[config.mk]
export PLATFORM = sky130hd
export DESIGN_NAME = skid_buf
export DESIGN_NICKNAME = d
export VERILOG_FILES = /design/src/rtl/skid_buf_pkg.sv /design/src/rtl/skid_buf_sat_cnt.sv /design/src/rtl/skid_buf.sv
export SDC_FILE = /design/constraint.sdc
export NUM_CORES = 1
export LEC_CHECK = 0
export CAP_MARGIN = 20
export CORE_MARGIN = 1.5
export CORE_UTILIZATION = 42
export CTS_CLUSTER_SIZE = 14
export DETAILED_ROUTE_END_ITERATION = 8
export GPL_TIMING_DRIVEN = 0
export PLACE_DENSITY = 0.78
export SLEW_MARGIN = 40
export SYNTH_ARGS = -nofsm -noshare
export SYNTH_HDL_FRONTEND = slang
export SYNTH_SLANG_ARGS = --single-unit
[constraint.sdc]
create_clock -name clk -period 1.8 [get_ports clk]
set_input_delay 0.18 -clock clk [delete_from_list [all_inputs] [get_ports clk]]
set_output_delay 0.18 -clock clk [all_outputs]
set_load 0.1 [all_outputs]
[src/rtl/skid_buf_pkg.sv]
// skid_buf_pkg: shared state type and default widths for the skid buffer
package skid_buf_pkg;

    localparam int DATA_W = 8;
    localparam int CNT_W  = 16;

    typedef enum logic [1:0] {
        EMPTY = 2'd0,
        ONE   = 2'd1,
        TWO   = 2'd2
    } state_e;

endpackage

[src/rtl/skid_buf_sat_cnt.sv]
// sat_cnt: saturating up-counter that holds at all-ones until reset
module sat_cnt
    import skid_buf_pkg::*;
#(
    parameter int CNT_W = skid_buf_pkg::CNT_W
) (
    input  logic             clk,
    input  logic             reset,
    input  logic             inc_i,
    output logic [CNT_W-1:0] cnt_o
);

    logic [CNT_W-1:0] cnt_q, cnt_d;

    // Count up on enable, stopping once every bit is set
    always_comb begin
        cnt_d = (inc_i && !(&cnt_q)) ? cnt_q + 1'b1 : cnt_q;
    end

    // Counter register, cleared only by reset
    always_ff @(posedge clk or negedge reset) begin
        if (!reset) cnt_q <= '0;
        else        cnt_q <= cnt_d;
    end

    assign cnt_o = cnt_q;

endmodule

[src/rtl/skid_buf.sv]
// skid_buf: two-entry skid buffer with registered ready; optional stall counter via SKID_BUF_STALL_CNT_EN
module skid_buf
    import skid_buf_pkg::*;
#(
    parameter int N     = DATA_W,
    parameter int CNT_W = skid_buf_pkg::CNT_W
) (
    input  logic             clk,
    input  logic             reset,
    input  logic             in_valid,
    output logic             in_ready,
    input  logic [N-1:0]     in_d,
    output logic             out_valid,
    input  logic             out_ready,
    output logic [N-1:0]     out_q,
    output logic [CNT_W-1:0] stall_cnt
);

    state_e       state_q, state_d;
    logic [N-1:0] main_q, main_d;
    logic [N-1:0] skid_q, skid_d;
    logic         in_xfer, out_xfer;

    // Handshake flags decode straight from the state register, so in_ready never sees out_ready
    assign in_ready  = (state_q != TWO);
    assign out_valid = (state_q != EMPTY);
    assign out_q     = main_q;
    assign in_xfer   = in_valid && in_ready;
    assign out_xfer  = out_valid && out_ready;

    // Next state and register loads; the skid slot only fills when the consumer stalls
    always_comb begin
        state_d = state_q;
        main_d  = main_q;
        skid_d  = skid_q;
        case (state_q)
            EMPTY: begin
                if (in_xfer) begin
                    state_d = ONE;
                    main_d  = in_d;
                end
            end
            ONE: begin
                if (in_xfer && out_xfer) begin
                    main_d = in_d;
                end else if (in_xfer) begin
                    state_d = TWO;
                    skid_d  = in_d;
                end else if (out_xfer) begin
                    state_d = EMPTY;
                end
            end
            TWO: begin
                if (out_xfer) begin
                    state_d = ONE;
                    main_d  = skid_q;
                end
            end
            default: state_d = EMPTY;
        endcase
    end

    // State and data registers; reset discards any held words
    always_ff @(posedge clk or negedge reset) begin
        if (!reset) begin
            state_q <= EMPTY;
            main_q  <= '0;
            skid_q  <= '0;
        end else begin
            state_q <= state_d;
            main_q  <= main_d;
            skid_q  <= skid_d;
        end
    end

`ifdef SKID_BUF_STALL_CNT_EN
    sat_cnt #(.CNT_W(CNT_W)) u_stall_cnt (
        .clk   (clk),
        .reset (reset),
        .inc_i (out_valid && !out_ready),
        .cnt_o (stall_cnt)
    );
`else
    assign stall_cnt = '0;
`endif

endmodule

Word-level counts from Yosys, hierarchy flattened
Index checks and enable logic that the tools add are counted.

Mux-type cells: 10. Bitwise logic cells: 1. Multipliers: 0. Shift-type cells: 0. Divide/modulo/power cells: 0. Order comparisons: 0. Reduce and logical (&&, ||, !) cells: 9. Add/sub/neg operators: 0. Equality and inequality tests: 8.

Operator list (count): 2-to-1 mux 8 bit (3); one-hot mux 8 bit (3 select lines) (1); 2-to-1 mux 2 bit (5); != test 2 bit (second input constant) (5); AND reduction 4 bit (2); one-hot mux 2 bit (3 select lines) (1); logical AND 1 bit (3); != test 3 bit (second input constant) (1); AND reduction 3 bit (1); nonzero test 3 bit (1); equality test 2 x 1 -> 1 bit (second input constant) (1); equality test 2 bit (second input constant) (1); logical NOT 2 bit (1); nonzero test 2 bit (1); inverter 1 bit (1).

Latch bits: 0. Memories kept: 0. Flip-flop bits (word level): 18. Memory bits (writable): 0. Word-level logic and storage cells: 31. Bits of input ports: 12. Memory bits (read-only): 0.

Depth between registers and ports, before layout
Gate-level depths: netlist of run 1.

Depth in word-level cells: 6. Gate-level depth with buffers: 4. Mapped depth without buffers: 3.

Worst setup path before layout of run 1
OpenSTA, ideal clock, no wires.

Path type: register to register. From: reg state_q[1]. To: reg state_q[1]. Stages on the path, launching flop included: 5. Buffers on the path: 1. Arrival: 1.366 ns. Setup slack: 0.281 ns. Cells stage by stage: dfrtp_1 nor2b_1 buf_6 inv_1 o21bai_1.

Longest elaborated chain between the ends: 5. Elaborated cells on any way between the ends: 16. Those cells by class: 7 x eq/ne; 3 x mux; 6 x reduce/logical.

RTL lines: from (decl) (RTL line skid_buf.sv:19) `state_e state_q, state_d;`; from (signal assigned) (RTL line skid_buf.sv:70) `state_q <= state_d;`; != test 2 bit * (RTL line skid_buf.sv:25) `assign in_ready = (state_q != TWO);`; named net in_ready (RTL line skid_buf.sv:11) `output logic in_ready,`; logical AND 1 bit * (RTL line skid_buf.sv:28) `assign in_xfer = in_valid && in_ready;`; 2-to-1 mux 2 bit or logical AND 1 bit (tied branches) (RTL line skid_buf.sv:46, skid_buf.sv:44); 2-to-1 mux 2 bit or != test 2 bit (tied branches); one-hot mux 2 bit (3 select lines) or AND reduction 4 bit (tied branches).

Mark *: on every way through the listed nets, which the timed path passes. The rest lies on a longest branch. The select of a mux whose other input is x is not followed. A chain may end at the register's enable or synchronous reset.

Worst setup path in the final report of run 1
From: reg state_q[1]. To: out in_ready.

Longest elaborated chain between the ends: 1.

RTL lines (RTL line): != test 2 bit (skid_buf.sv:25); to (decl) (skid_buf.sv:11).

Every way passes these cells.

==> impl_metrics.env, run 1 <==
export IMPL_multi_input_comb_area_um2=437
export IMPL_final_common_cell="sky130_fd_sc_hd__mux2_2"
export IMPL_initial_core_util_pct=44.1
export IMPL_hold_path_class="in -> async"
export IMPL_max_cap_viol_count=0
export IMPL_timing_critical_path_to_type="output pin"
export IMPL_synth_top_family_by_area="multiplexers"
export IMPL_synth_seq_area_share_pct=46.6
export IMPL_regToRegEndpoint="skid_q[4]"
export IMPL_ir_worst_vdd_v=0.000969
export IMPL_nFillCells=203
export IMPL_finalPower_w=0.00194
export IMPL_gr_usage_all_layers_pct=12.4
export IMPL_post_dp_hpwl_mm=1.14
export IMPL_post_cts_hold_buffer_count=0
export IMPL_cts_reportedPaths_clkPinSlew_ns=0.09
export IMPL_chipWidth_um=51.0
export IMPL_drt_pre_antenna_iters=3
export IMPL_placed_area_um2=1220
export IMPL_num_antenna_cells=0
export IMPL_fin_setup_tns_ns=0
export IMPL_grt_first_pass_wirelength_mm=2.36
export IMPL_finalNonFillerCells=140
export IMPL_layout_common_cells="sky130_fd_sc_hd__mux2_2 (24), sky130_fd_sc_hd__dfrtp_1 (18), sky130_fd_sc_hd__buf_4 (16), sky130_fd_sc_hd__conb_1 (16), sky130_fd_sc_hd__buf_2 (11)"
export IMPL_area_growth_pct=28.9
export IMPL_numClockSinks=18
export IMPL_drt_iter0_drc=3
export IMPL_crit_reg2reg_launch="state_q[1]"
export IMPL_postRouteWirelength_mm=1.44
export IMPL_first_element_of_the_critical_path="state_q[1]"
export IMPL_h_tree_depth=1
export IMPL_port_buffer_count=21
export IMPL_final_setup_skew_ns=0.00304
export IMPL_synth_cell_area_um2=966
export IMPL_power_density_cell_area_nw_per_um2=1560
export IMPL_dp_cells=136
export IMPL_floorplan_die_area_um2=2600
export IMPL_rsz0062_at_grt="false"
export IMPL_run_status="finished, final reports clean"
export IMPL_vias_per_cell=4.28
export IMPL_cts_root_buffer="sky130_fd_sc_hd__clkbuf_4"
export IMPL_crit_fanout=9
export IMPL_reg2reg_depth=3
export IMPL_floorplan_rows=17
export IMPL_finalMaxSlewViolations=0
export IMPL_finish_instance_area_um2=1240
export IMPL_grt_start_max_net_pins=19
export IMPL_synth_adder_area_share_pct=0
export IMPL_finalHoldViolCount=0
export IMPL_synth_mux_area_share_pct=29.0
export IMPL_synth_distinct_cells=16
export IMPL_ff2ff_setup_slack_ns=0.24
export IMPL_layout_worst_path_cycle_share_pct=93.4
export IMPL_vias_in_the_first_global_route=554
export IMPL_required_ns=1.62
export IMPL_die_y_extent_um=51.0
export IMPL_sequential_cell_area_um2=450
export IMPL_postCtsResizedCells=0
export IMPL_yosysWarningCount=0
export IMPL_peak_clock_frequency_supported_by_timing_mhz=595
export IMPL_postSynthRegisterBits=18
export IMPL_path_class="reg -> out"
export IMPL_drc=0
export IMPL_routabilityCongestion=0.626
export IMPL_overflow=0
export IMPL_post_synth_xor_xnor_area_pct=0
export IMPL_synth_cells=72
export IMPL_synthSimpleGateAreaFrac_pct=6.09
export IMPL_tritoncts_clock_tree="yes"
export IMPL_period_minus_slack_ns=1.68
export IMPL_post_route_cells_drive_above_1_share_pct=52.7
export IMPL_wire_per_inst_um=10.3
export IMPL_design_portCount=38
export IMPL_floorplan_core_area_um2=2190
export IMPL_final_setup_violating_endpoints=0
export IMPL_final_net_count=126
export IMPL_max_clock_path_buffers=2
export IMPL_inserted_clock_buffers=3
export IMPL_arrival_ns=1.50
export IMPL_synth_compound_gate_area_share_pct=3.89
export IMPL_total_leakage_power_nw=0.585
export IMPL_route_antenna_remaining_nets=0
export IMPL_vias=599
export IMPL_antenna_violations_before_repair=0
export IMPL_post_cts_setup_buffers=0
export IMPL_start_kind="register"
export IMPL_worst_setup_path_endpoint="in_ready"
export IMPL_clock_insertion_delay_worst_skew_ns=0.28
export IMPL_syn_mean_instance_area_um2=13.4
-- through the flow --
step | utilization, % | setup WS, ns | hold WS [ns]
floorplan | - | 0.281 | -0.116
global placement | 57.9 | -0.275 | 0.483
global route | 56.8 | 0.0388 | 0.366
finish | 56.8 | 0.119 | 0.335
detailed placement | 55.6 | -0.0132 | 0.493
CTS | 56.6 | 0.0977 | 0.367
-- area by class of cell --
cell class / instances / area share, %
Timing Repair Buffer: 22 / 13.3
Clock buffer: 3 / 1.81
Buffer: 17 / 10.6
Sequential cell: 18 / 36.2
Tap cell: 28 / 2.81
Inverter: 1 / 0.302
Multi-Input combinational cell: 51 / 35.1
-- cell usage after synthesis --
library cell	count	area share [%]
sky130_fd_sc_hd__a21boi_0	1	0.78
sky130_fd_sc_hd__o21ai_4	1	1.7
sky130_fd_sc_hd__mux2_2	24	28
sky130_fd_sc_hd__nand3b_1	1	0.78
sky130_fd_sc_hd__nor2b_1	2	1.3
sky130_fd_sc_hd__buf_4	16	12
sky130_fd_sc_hd__inv_1	1	0.39
sky130_fd_sc_hd__o21bai_1	1	0.78
sky130_fd_sc_hd__nor3b_4	1	1.9
sky130_fd_sc_hd__or2_2	1	0.65
sky130_fd_sc_hd__nand2b_4	1	1.4
sky130_fd_sc_hd__dfrtp_1	18	47
sky130_fd_sc_hd__conb_1	1	0.39
sky130_fd_sc_hd__mux2i_1	1	1.0
sky130_fd_sc_hd__o22ai_1	1	0.65
sky130_fd_sc_hd__buf_6	1	1.2
-- kinds of logic (layout without fill, tap and decap cells) --
kind of cell | count (synthesis) | after routing
AO/OA/AOI/OAI | 4 | 4
other | 1 | 16
multiplexers | 25 | 25
AND/OR/NAND/NOR | 6 | 6
buffers and inverters | 18 | 43
flip-flops | 18 | 18
-- worst min path at each step --
| stage | startpoint | end | depth (start not counted) |
|---|---|---|---|
| floorplan | reset | out_q[0] | 0 |
| global placement | skid_q[6] | skid_q[6] | 1 |
| detailed placement | out_q[1] | out_q[1] | 1 |
| CTS | reset | out_q[3] | 1 |
| global route | reset | out_q[0] | 2 |
| finish | reset | out_q[3] | 2 |
-- sequential cells by signal, summed over array words and instances, names as in the netlist --
name / cells
out_q: 8
skid_q: 8
state_q: 2
-- where the power goes --
part	switching, W	leakage, nW	internal [W]
clock network	0.000112	0.0138	0.0000776
logic	0.000843	0.358	0.000273
registers	0.0000764	0.213	0.000558
-- worst max-delay path, cell delays in order, from the launching register on --
cell	delay, ns
sky130_fd_sc_hd__dfrtp_1	0.43
sky130_fd_sc_hd__nor2b_1	0.16
sky130_fd_sc_hd__buf_6	0.14
sky130_fd_sc_hd__inv_1	0.07
sky130_fd_sc_hd__buf_2	0.42
-- layer usage --
metal	part of all wire, %	vias to the layer above	GRT usage, %
met5	0	-	0
met4	0	0	6.76
met3	7.8	0	2.63
met2	47	24	18.8
met1	45	277	16.3
li1	-	298	-
Power figures use the tool's default switching activity.
==> inputs of run 2 (changes only) <==
ABC_CLOCK_PERIOD_IN_PS = 1800   (was default)
==> results of run 2 <==
Final layout, timing and power as in run 1 (identical DEF).
